--- config.mk ---
export PLATFORM = sky130hd
export DESIGN_NAME = plic_gateway
export DESIGN_NICKNAME = d
export VERILOG_FILES = /design/src/rtl/plic_pkg.sv /design/src/rtl/plic_gateway_cell.sv /design/src/rtl/plic_gateway.sv
export SDC_FILE = /design/constraint.sdc
export NUM_CORES = 2
export LEC_CHECK = 0
export CORE_MARGIN = 4
export CORE_UTILIZATION = 58
export CTS_CLUSTER_DIAMETER = 80
export CTS_CLUSTER_SIZE = 14
export DETAILED_ROUTE_END_ITERATION = 16
export PLACE_DENSITY_LB_ADDON = 0.08
export RECOVER_POWER = 100
export SLEW_MARGIN = 30
export SYNTH_ARGS = -nofsm -noshare
export SYNTH_HDL_FRONTEND = slang
export SYNTH_SLANG_ARGS = --single-unit
--- constraint.sdc ---
create_clock -name clk -period 2.3 [get_ports clk]
set_clock_uncertainty 0.1 [all_clocks]
set_input_delay 0.23 -clock clk [delete_from_list [all_inputs] [get_ports clk]]
set_output_delay 0.23 -clock clk [all_outputs]
set_load 0.05 [all_outputs]
--- src/rtl/plic_pkg.sv ---
// ============================================================================
// plic_pkg : constants and types shared by the PLIC gateway and PLIC core
// Revision : 1.0
// ============================================================================
`default_nettype none

package plic_pkg;

  localparam int PLIC_NUM_SRC = 128;
  localparam int PLIC_ID_W    = 7;

  typedef enum logic [0:0] {
    GW_IDLE = 1'b0,
    GW_BUSY = 1'b1
  } gw_state_t;

endpackage

`default_nettype wire

--- src/rtl/plic_gateway_cell.sv ---
// ============================================================================
// plic_gateway_cell : one interrupt source (sync, edge detect, edge counter, FSM)
// Revision : 1.0
// ============================================================================
`default_nettype none

module plic_gateway_cell
  import plic_pkg::*;
#(
  parameter int SYNC_STAGES = 2,
  parameter int EDGE_CNT_W  = 4
) (
  input  logic clk,
  input  logic rstn,
  input  logic irq,
  input  logic edge_mode,
  input  logic int_end,
  output logic int_req,
  output logic src_busy
);

  localparam logic [EDGE_CNT_W-1:0] CNT_MAX = '1;

  logic [SYNC_STAGES-1:0] sync_q, sync_d;
  logic                   lvl_prev_q, lvl_prev_d;
  logic [EDGE_CNT_W-1:0]  cnt_q, cnt_d;
  gw_state_t              state_q, state_d;
  logic                   int_req_q, int_req_d;

  logic lvl;
  logic edge_det;
  logic cnt_nz;

  assign lvl      = sync_q[SYNC_STAGES-1];
  assign edge_det = lvl & ~lvl_prev_q;
  assign cnt_nz   = |cnt_q;

  always_comb begin
    sync_d     = {sync_q[SYNC_STAGES-2:0], irq};
    lvl_prev_d = lvl;
    state_d    = state_q;
    cnt_d      = cnt_q;
    int_req_d  = 1'b0;

    case (state_q)
      GW_IDLE: begin
        if (!edge_mode) begin
          cnt_d = '0;
          if (lvl) begin
            int_req_d = 1'b1;
            state_d   = GW_BUSY;
          end
        end else if (edge_det || cnt_nz) begin
          int_req_d = 1'b1;
          state_d   = GW_BUSY;
          // A fresh edge replaces the stored one being consumed, so cnt holds.
          if (cnt_nz && !edge_det) begin
            cnt_d = cnt_q - 1'b1;
          end
        end
      end
      GW_BUSY: begin
        if (edge_mode && edge_det && (cnt_q != CNT_MAX)) begin
          cnt_d = cnt_q + 1'b1;
        end
        if (int_end) begin
          state_d = GW_IDLE;
        end
      end
      default: begin
        state_d = GW_IDLE;
      end
    endcase
  end

  always_ff @(posedge clk or negedge rstn) begin
    if (!rstn) begin
      sync_q     <= '0;
      lvl_prev_q <= 1'b0;
      cnt_q      <= '0;
      state_q    <= GW_IDLE;
      int_req_q  <= 1'b0;
    end else begin
      sync_q     <= sync_d;
      lvl_prev_q <= lvl_prev_d;
      cnt_q      <= cnt_d;
      state_q    <= state_d;
      int_req_q  <= int_req_d;
    end
  end

  assign int_req  = int_req_q;
  assign src_busy = (state_q == GW_BUSY);

endmodule

`default_nettype wire

--- src/rtl/plic_gateway.sv ---
// ============================================================================
// plic_gateway : per-source interrupt gateways feeding the PLIC core
// Revision : 1.0
// ============================================================================
`default_nettype none

module plic_gateway
  import plic_pkg::*;
#(
  parameter int NUM_SRC     = PLIC_NUM_SRC,
  parameter int SYNC_STAGES = 2,
  parameter int EDGE_CNT_W  = 4
) (
  input  logic               clk,
  input  logic               rstn,
  input  logic [NUM_SRC-1:0] irq_src,
  input  logic [NUM_SRC-1:0] src_edge_mode,
  input  logic [NUM_SRC-1:0] int_end,
  output logic [NUM_SRC-1:0] int_req,
  output logic               gateway_notif,
  output logic [NUM_SRC-1:0] src_busy
);

  // ID 0 is reserved and has no cell.
  assign int_req[0]  = 1'b0;
  assign src_busy[0] = 1'b0;

  logic unused_id0;
  assign unused_id0 = ^{irq_src[0], src_edge_mode[0], int_end[0]};

  generate
    for (genvar i = 1; i < NUM_SRC; i++) begin : g_cell
      plic_gateway_cell #(
        .SYNC_STAGES (SYNC_STAGES),
        .EDGE_CNT_W  (EDGE_CNT_W)
      ) u_cell (
        .clk       (clk),
        .rstn      (rstn),
        .irq       (irq_src[i]),
        .edge_mode (src_edge_mode[i]),
        .int_end   (int_end[i]),
        .int_req   (int_req[i]),
        .src_busy  (src_busy[i])
      );
    end
  endgenerate

  // int_req bits are flop outputs, so notif lines up with them cycle-for-cycle.
  assign gateway_notif = |int_req;

endmodule

`default_nettype wire

# Yosys cells after proc, flatten, opt, wreduce, memory -nomap -nowiden
# Cells that the tools add are included.
# classes
n_addsub,254
n_mul,0
div_mod_pow,0
order_cmp,0
n_eq_ne,508
n_shift,0
n_mux,1397
bitwise,381
reduce_logical,890
# ops
op,n
4-bit two-way mux,508
4-bit case mux with 2 select lines,127
"3-bit by 2-bit inequality test with 1-bit output, second input constant",254
1-bit two-way mux,635
"4-bit by 1-bit adder with 4-bit output, second input constant",127
"4-bit inequality test, second input constant",127
4-bit OR reduction,127
"4-bit by 1-bit subtractor with 4-bit output, second input constant",127
1-bit logical AND,381
3-bit AND reduction,127
"2-bit inequality test, second input constant",127
1-bit inverter,254
1-bit case mux with 2 select lines,127
1-bit bitwise AND,127
1-bit logical NOT,127
1-bit logical OR,127
127-bit OR reduction,1
# totals
register_bits,1143
latch_bits,0
mem_bits_rw,0
romBits,0
output_inout_bits,257
mem_count,0

# Logic depth before layout (Yosys ltp)
# depth
ltp_word,8
mapped_depth,8
depth_no_buf,7

# By module
# Synthesis repeated with hierarchy kept, for this count alone.
# unflattened
hier_cells,6650
area_unflattened_um2,68132.8
# by_module_without_submodules
mod,instances,cells_per_inst,area_each_um2,seq_area_each_um2
plic_gateway_cell (g_cell[100].u_cell ...),126,52,534.3,225.2
plic_gateway_cell (g_cell[1].u_cell),1,52,525.5,225.2
plic_gateway,1,46,290.3,0.0

# Least setup slack after synthesis
# OpenSTA, ideal clock, no wires.
# synth_timing
path_kind,register to register
start,register g_cell[85].u_cell.cnt_q[0]
end,register g_cell[85].u_cell.cnt_q[2]
arrival_ns,1.689
required_ns,2.106
path_slack_ns,0.417
stages_incl_launch_ff,8
path_buffers,1
period_less_slack_ns,1.883
path_cell_list,dfrtp_1 inv_1 ha_1 or3b_1 a32o_1 buf_6 and3_2 a221oi_2
# synth_via
elab_chain_len,5
word_cells_on_any_way,16
cone_classes,add/sub (2); eq/ne (4); mux (5); reduce/logical (5)
# synth_lines
element,line,text
start: declaration,plic_gateway_cell.sv:26,"logic [EDGE_CNT_W-1:0] cnt_q, cnt_d;"
start signal: assignment,plic_gateway_cell.sv:86,cnt_q <= cnt_d;
4-bit by 1-bit subtractor with 4-bit output,plic_gateway_cell.sv:58,cnt_d = cnt_q - 1'b1;
4-bit two-way mux,plic_gateway_cell.sv:57,if (cnt_nz && !edge_det) begin
4-bit two-way mux,plic_gateway_cell.sv:53,end else if (edge_det || cnt_nz) begin
4-bit two-way mux,plic_gateway_cell.sv:47,if (!edge_mode) begin
4-bit case mux with 2 select lines,plic_gateway_cell.sv:45,case (state_q)
# Parallel ways exist; a longest one is shown, timed or not. The select of a mux whose other input is x is not followed.
# A chain may end at the register's enable or synchronous reset.

# Worst setup path after layout
# layout_timing
start,register g_cell[116].u_cell.int_req_q
end,output gateway_notif
# layout_via
elab_chain_len,1
# layout_lines
element,line,text
start: declaration,plic_gateway_cell.sv:28,"logic int_req_q, int_req_d;"
start signal: assignment,plic_gateway_cell.sv:88,int_req_q <= int_req_d;
127-bit OR reduction,plic_gateway.sv:49,assign gateway_notif = |int_req;
end: declaration,plic_gateway.sv:20,"output logic gateway_notif,"
# No other way between the ends.

==> reports/qor.csv <==
stage,metric,value,unit
status,outcome,finished with violations,
status,failed_checks,negative setup slack,
critical_path,crit_required,1970,ps
layout,area_growth_syn_to_layout,16.4,%
critical_path,end_kind,output port,
critical_path,worst_setup_path_start_kind,register,
route,firstDrtPassIters,8,
global_route,antenna_found_initial,53,
layout,multi_input_area,29500,sq um
critical_path,slowest_delay,440,ps
timing,rsz0062_at_grt,true,
timing,fin_crit,3150,ps
layout,nets,8049,
critical_path,regToRegStartpoint,g_cell[29].u_cell.cnt_q[0]$_DFFE_PN0P_,
logic_synthesis,async_flop_share,1.00,
route,wl_per_cell,17.6,microns
logic_synthesis,synth_cells,6782,
critical_path,crit_path_max_fanout,2,
critical_path,worst_r2r_endpoint,g_cell[29].u_cell.cnt_q[2]$_DFFE_PN0P_,
critical_path,cpMostUsedCell,buf_4,
floorplanning,num_io_pins,643,
critical_path,crit_family,simple AND/OR/NAND/NOR gates,
timing,worst_slack,-845,ps
global_route,grt_use_total,0.266,
worst_hold_path,holdPathStages,2,
route,avgViaCountPerCell,5.95,
floorplanning,rows,120,
timing,worst_pin_slew,1190,ps
logic_synthesis,ys_ff_latch,1143,
job,drv_cap,0,
logic_synthesis,syn-cell-area,63000,sq um
layout,regArea,28600,sq um
route,ant_nets,0,
timing,setup_viol,4,
worst_hold_path,hold_class,in -> reg,
cts,cts.sinks,1143,
place,gp_congestion,0.903,
layout,final_common_cell,dfrtp_1,
layout,drive_gt1_frac,0.0445,
global_route,grt_pass1_wl,250000,microns
global_route,grt_pass1_vias,49800,
cts,clk_pin_slew,70,ps
critical_path,cp.arrival,2820,ps
critical_path,crit_chain,nor4_4 > buf_4 > nand4_1 > buf_6 > nor4_2 > buf_4 > nand2_4 > buf_12,
critical_path,r2r_cells,7,
timing,drv_slew,0,
cts,clock_latency,680,ps
pwr,ir_worst_vdd,812,uV
timing,timing.slew.headroom,0.209,
route,vias,52800,
logic_synthesis,synth_top_area_share,0.454,
timing,hold-worst-slack,46.7,ps
cts,cts_buffers,91,
critical_path,critPathBufInv,4,
logic_synthesis,synthDistinctLibCells,77,
floorplanning,start_util,0.586,
route,routed_wirelength,156000,microns
cts,cts_tree,built,
pwr,p_per_area,1180,nW/um^2
logic_synthesis,synth.largest_area_cell,dfrtp_1,
critical_path,crit_type,reg -> out,
layout,n_fill_cell,8400,
logic_synthesis,yosys-top-cells-area,"dfrtp_1 (45%), ha_1 (5.0%), o21ai_0 (4.2%), nand2_1 (3.7%), nor2_1 (3.2%)",
timing,final-hold-violation-count,0,
global_route,grt_overflow,0,
cts,clock-root-buffer,clkbuf_16,
timing,max_freq,318,MHz
floorplanning,dieWidth,338,microns
logic_synthesis,synth.yosys.seq_area_share,0.454,
logic_synthesis,yosysWarnings,0,
worst_hold_path,hold_start,int_end[117],
layout,final_cell_mix,"dfrtp_1 (1,143), nand2_1 (618), nor2_1 (532)",
worst_hold_path,hold_end,g_cell[117].u_cell.src_busy$_DFF_PN0_,
logic_synthesis,synth_ff_type,dfrtp_1,
logic_synthesis,syn_avg_cell_area,9.29,sq um
timing,min_period_over_period,1.37,
place,port_buffers,637,
critical_path,cp_slowest_cell,nor4_4,
place,dp_slack,-791,ps
critical_path,r2r_slack,-50,ps
route,drc,0,
floorplanning,die-area,114000,sq um
logic_synthesis,synth_edf_count,0,
global_route,grt_max_degree,91,
floorplanning,core_area,108000,sq um
place,hpwl,114000,microns
floorplanning,die_h,338,microns
route,dr.first_iter.drc_count,3743,
cts,cts_buffer_depth,3,
cts,htreeDepth,3,
pwr,p_leak,32.3,nW
[repair_timing]
item	in CTS	in global routing
hold buffers	233	1
resized for setup	133	22
setup endpoints to repair	117	29
setup buffers	0	9
hold endpoints to repair	1167	1
gates cloned	0	3
pin swaps	2	1
[state kept, by name (all words and copies together), names as in the netlist]
| signal | count |
|---|---|
| g_cell.u_cell.sync_q | 254 |
| g_cell.u_cell.lvl_prev_q | 127 |
| g_cell.u_cell.src_busy | 127 |
| g_cell.u_cell.cnt_q | 508 |
| g_cell.u_cell.int_req | 127 |
[cell type report]
type,count,share of cell area
multi-input combinational,4659,0.402
sequential,1143,0.390
inverter,521,0.0266
clock inverter,2,0.000188
antenna,44,0.00150
tap,1403,0.0239
clock buffer,97,0.0325
timing repair buffer,993,0.123
[kinds of logic after synthesis]
| group | count (synthesis) | share of synthesized area |
|---|---|---|
| muxes | 196 | 0.0312 |
| other | 1 | 0.0000595 |
| DFF | 1143 | 0.454 |
| AOI/OAI and AO/OA | 1882 | 0.204 |
| and+or+nand+nor | 2290 | 0.179 |
| xor gates and xnor gates | 32 | 0.00445 |
| buffers and inverters | 984 | 0.0769 |
| adders and majority gates | 254 | 0.0504 |
[worst max path at each step]
stage | from | to | slack, ps | cells past startpoint
after global placement | g_cell[108].u_cell.int_req$_DFF_PN0_ | gateway_notif | -790 | 8
after floorplan | g_cell[85].u_cell.cnt_q[0]$_DFFE_PN0P_ | g_cell[85].u_cell.cnt_q[2]$_DFFE_PN0P_ | 420 | 7
after detailed placement | g_cell[108].u_cell.int_req$_DFF_PN0_ | gateway_notif | -790 | 8
after CTS | g_cell[116].u_cell.int_req$_DFF_PN0_ | gateway_notif | -950 | 8
final | g_cell[116].u_cell.int_req$_DFF_PN0_ | gateway_notif | -850 | 8
after global routing | g_cell[116].u_cell.int_req$_DFF_PN0_ | gateway_notif | -950 | 8
[metal layers]
layer,up-vias,GRT usage,routed length (microns)
met2,1444,0.435,73700
met3,344,0.0634,10600
met5,-,0,137
li1,25500,-,-
met1,25400,0.335,64600
met4,22,0.121,7120
[power by group]
part,switching (mW),total (mW),leakage [nW],internal (mW)
registers,8.89,34.8,13.8,25.9
clock network,7.09,14.4,1.18,7.26
logic,21.7,37.3,17.4,15.6
total,37.7,86.4,32.3,48.7
[stage by stage]
stage                     instance area [sq um]   util  total power [mW]  TNS, ps  instances
after floorplan                           63000      -              63.2        0       6783
after global placement                    69300  0.644              70.6     -793       8473
after detailed placement                  69300  0.644              72.3     -791       8473
after CTS                                 73900  0.688              87.0     -949       8805
after global routing                      73400  0.682              93.3    -4280       8848
final                                     73400  0.683              86.4     -938       8862
[Yosys cell counts (all sizes together) (98+ instances only)]
cell / number
a22oi: 171
inv: 521
nand4: 98
nor2b: 162
nor3b: 104
clkbuf: 131
o21ai: 527
ha: 254
nand3: 296
a21oi: 325
nand2: 619
mux2i: 194
dfrtp: 1143
a211oi: 211
buf: 332
nor3: 145
nor2: 532
(Power assumes the default switching activity.)
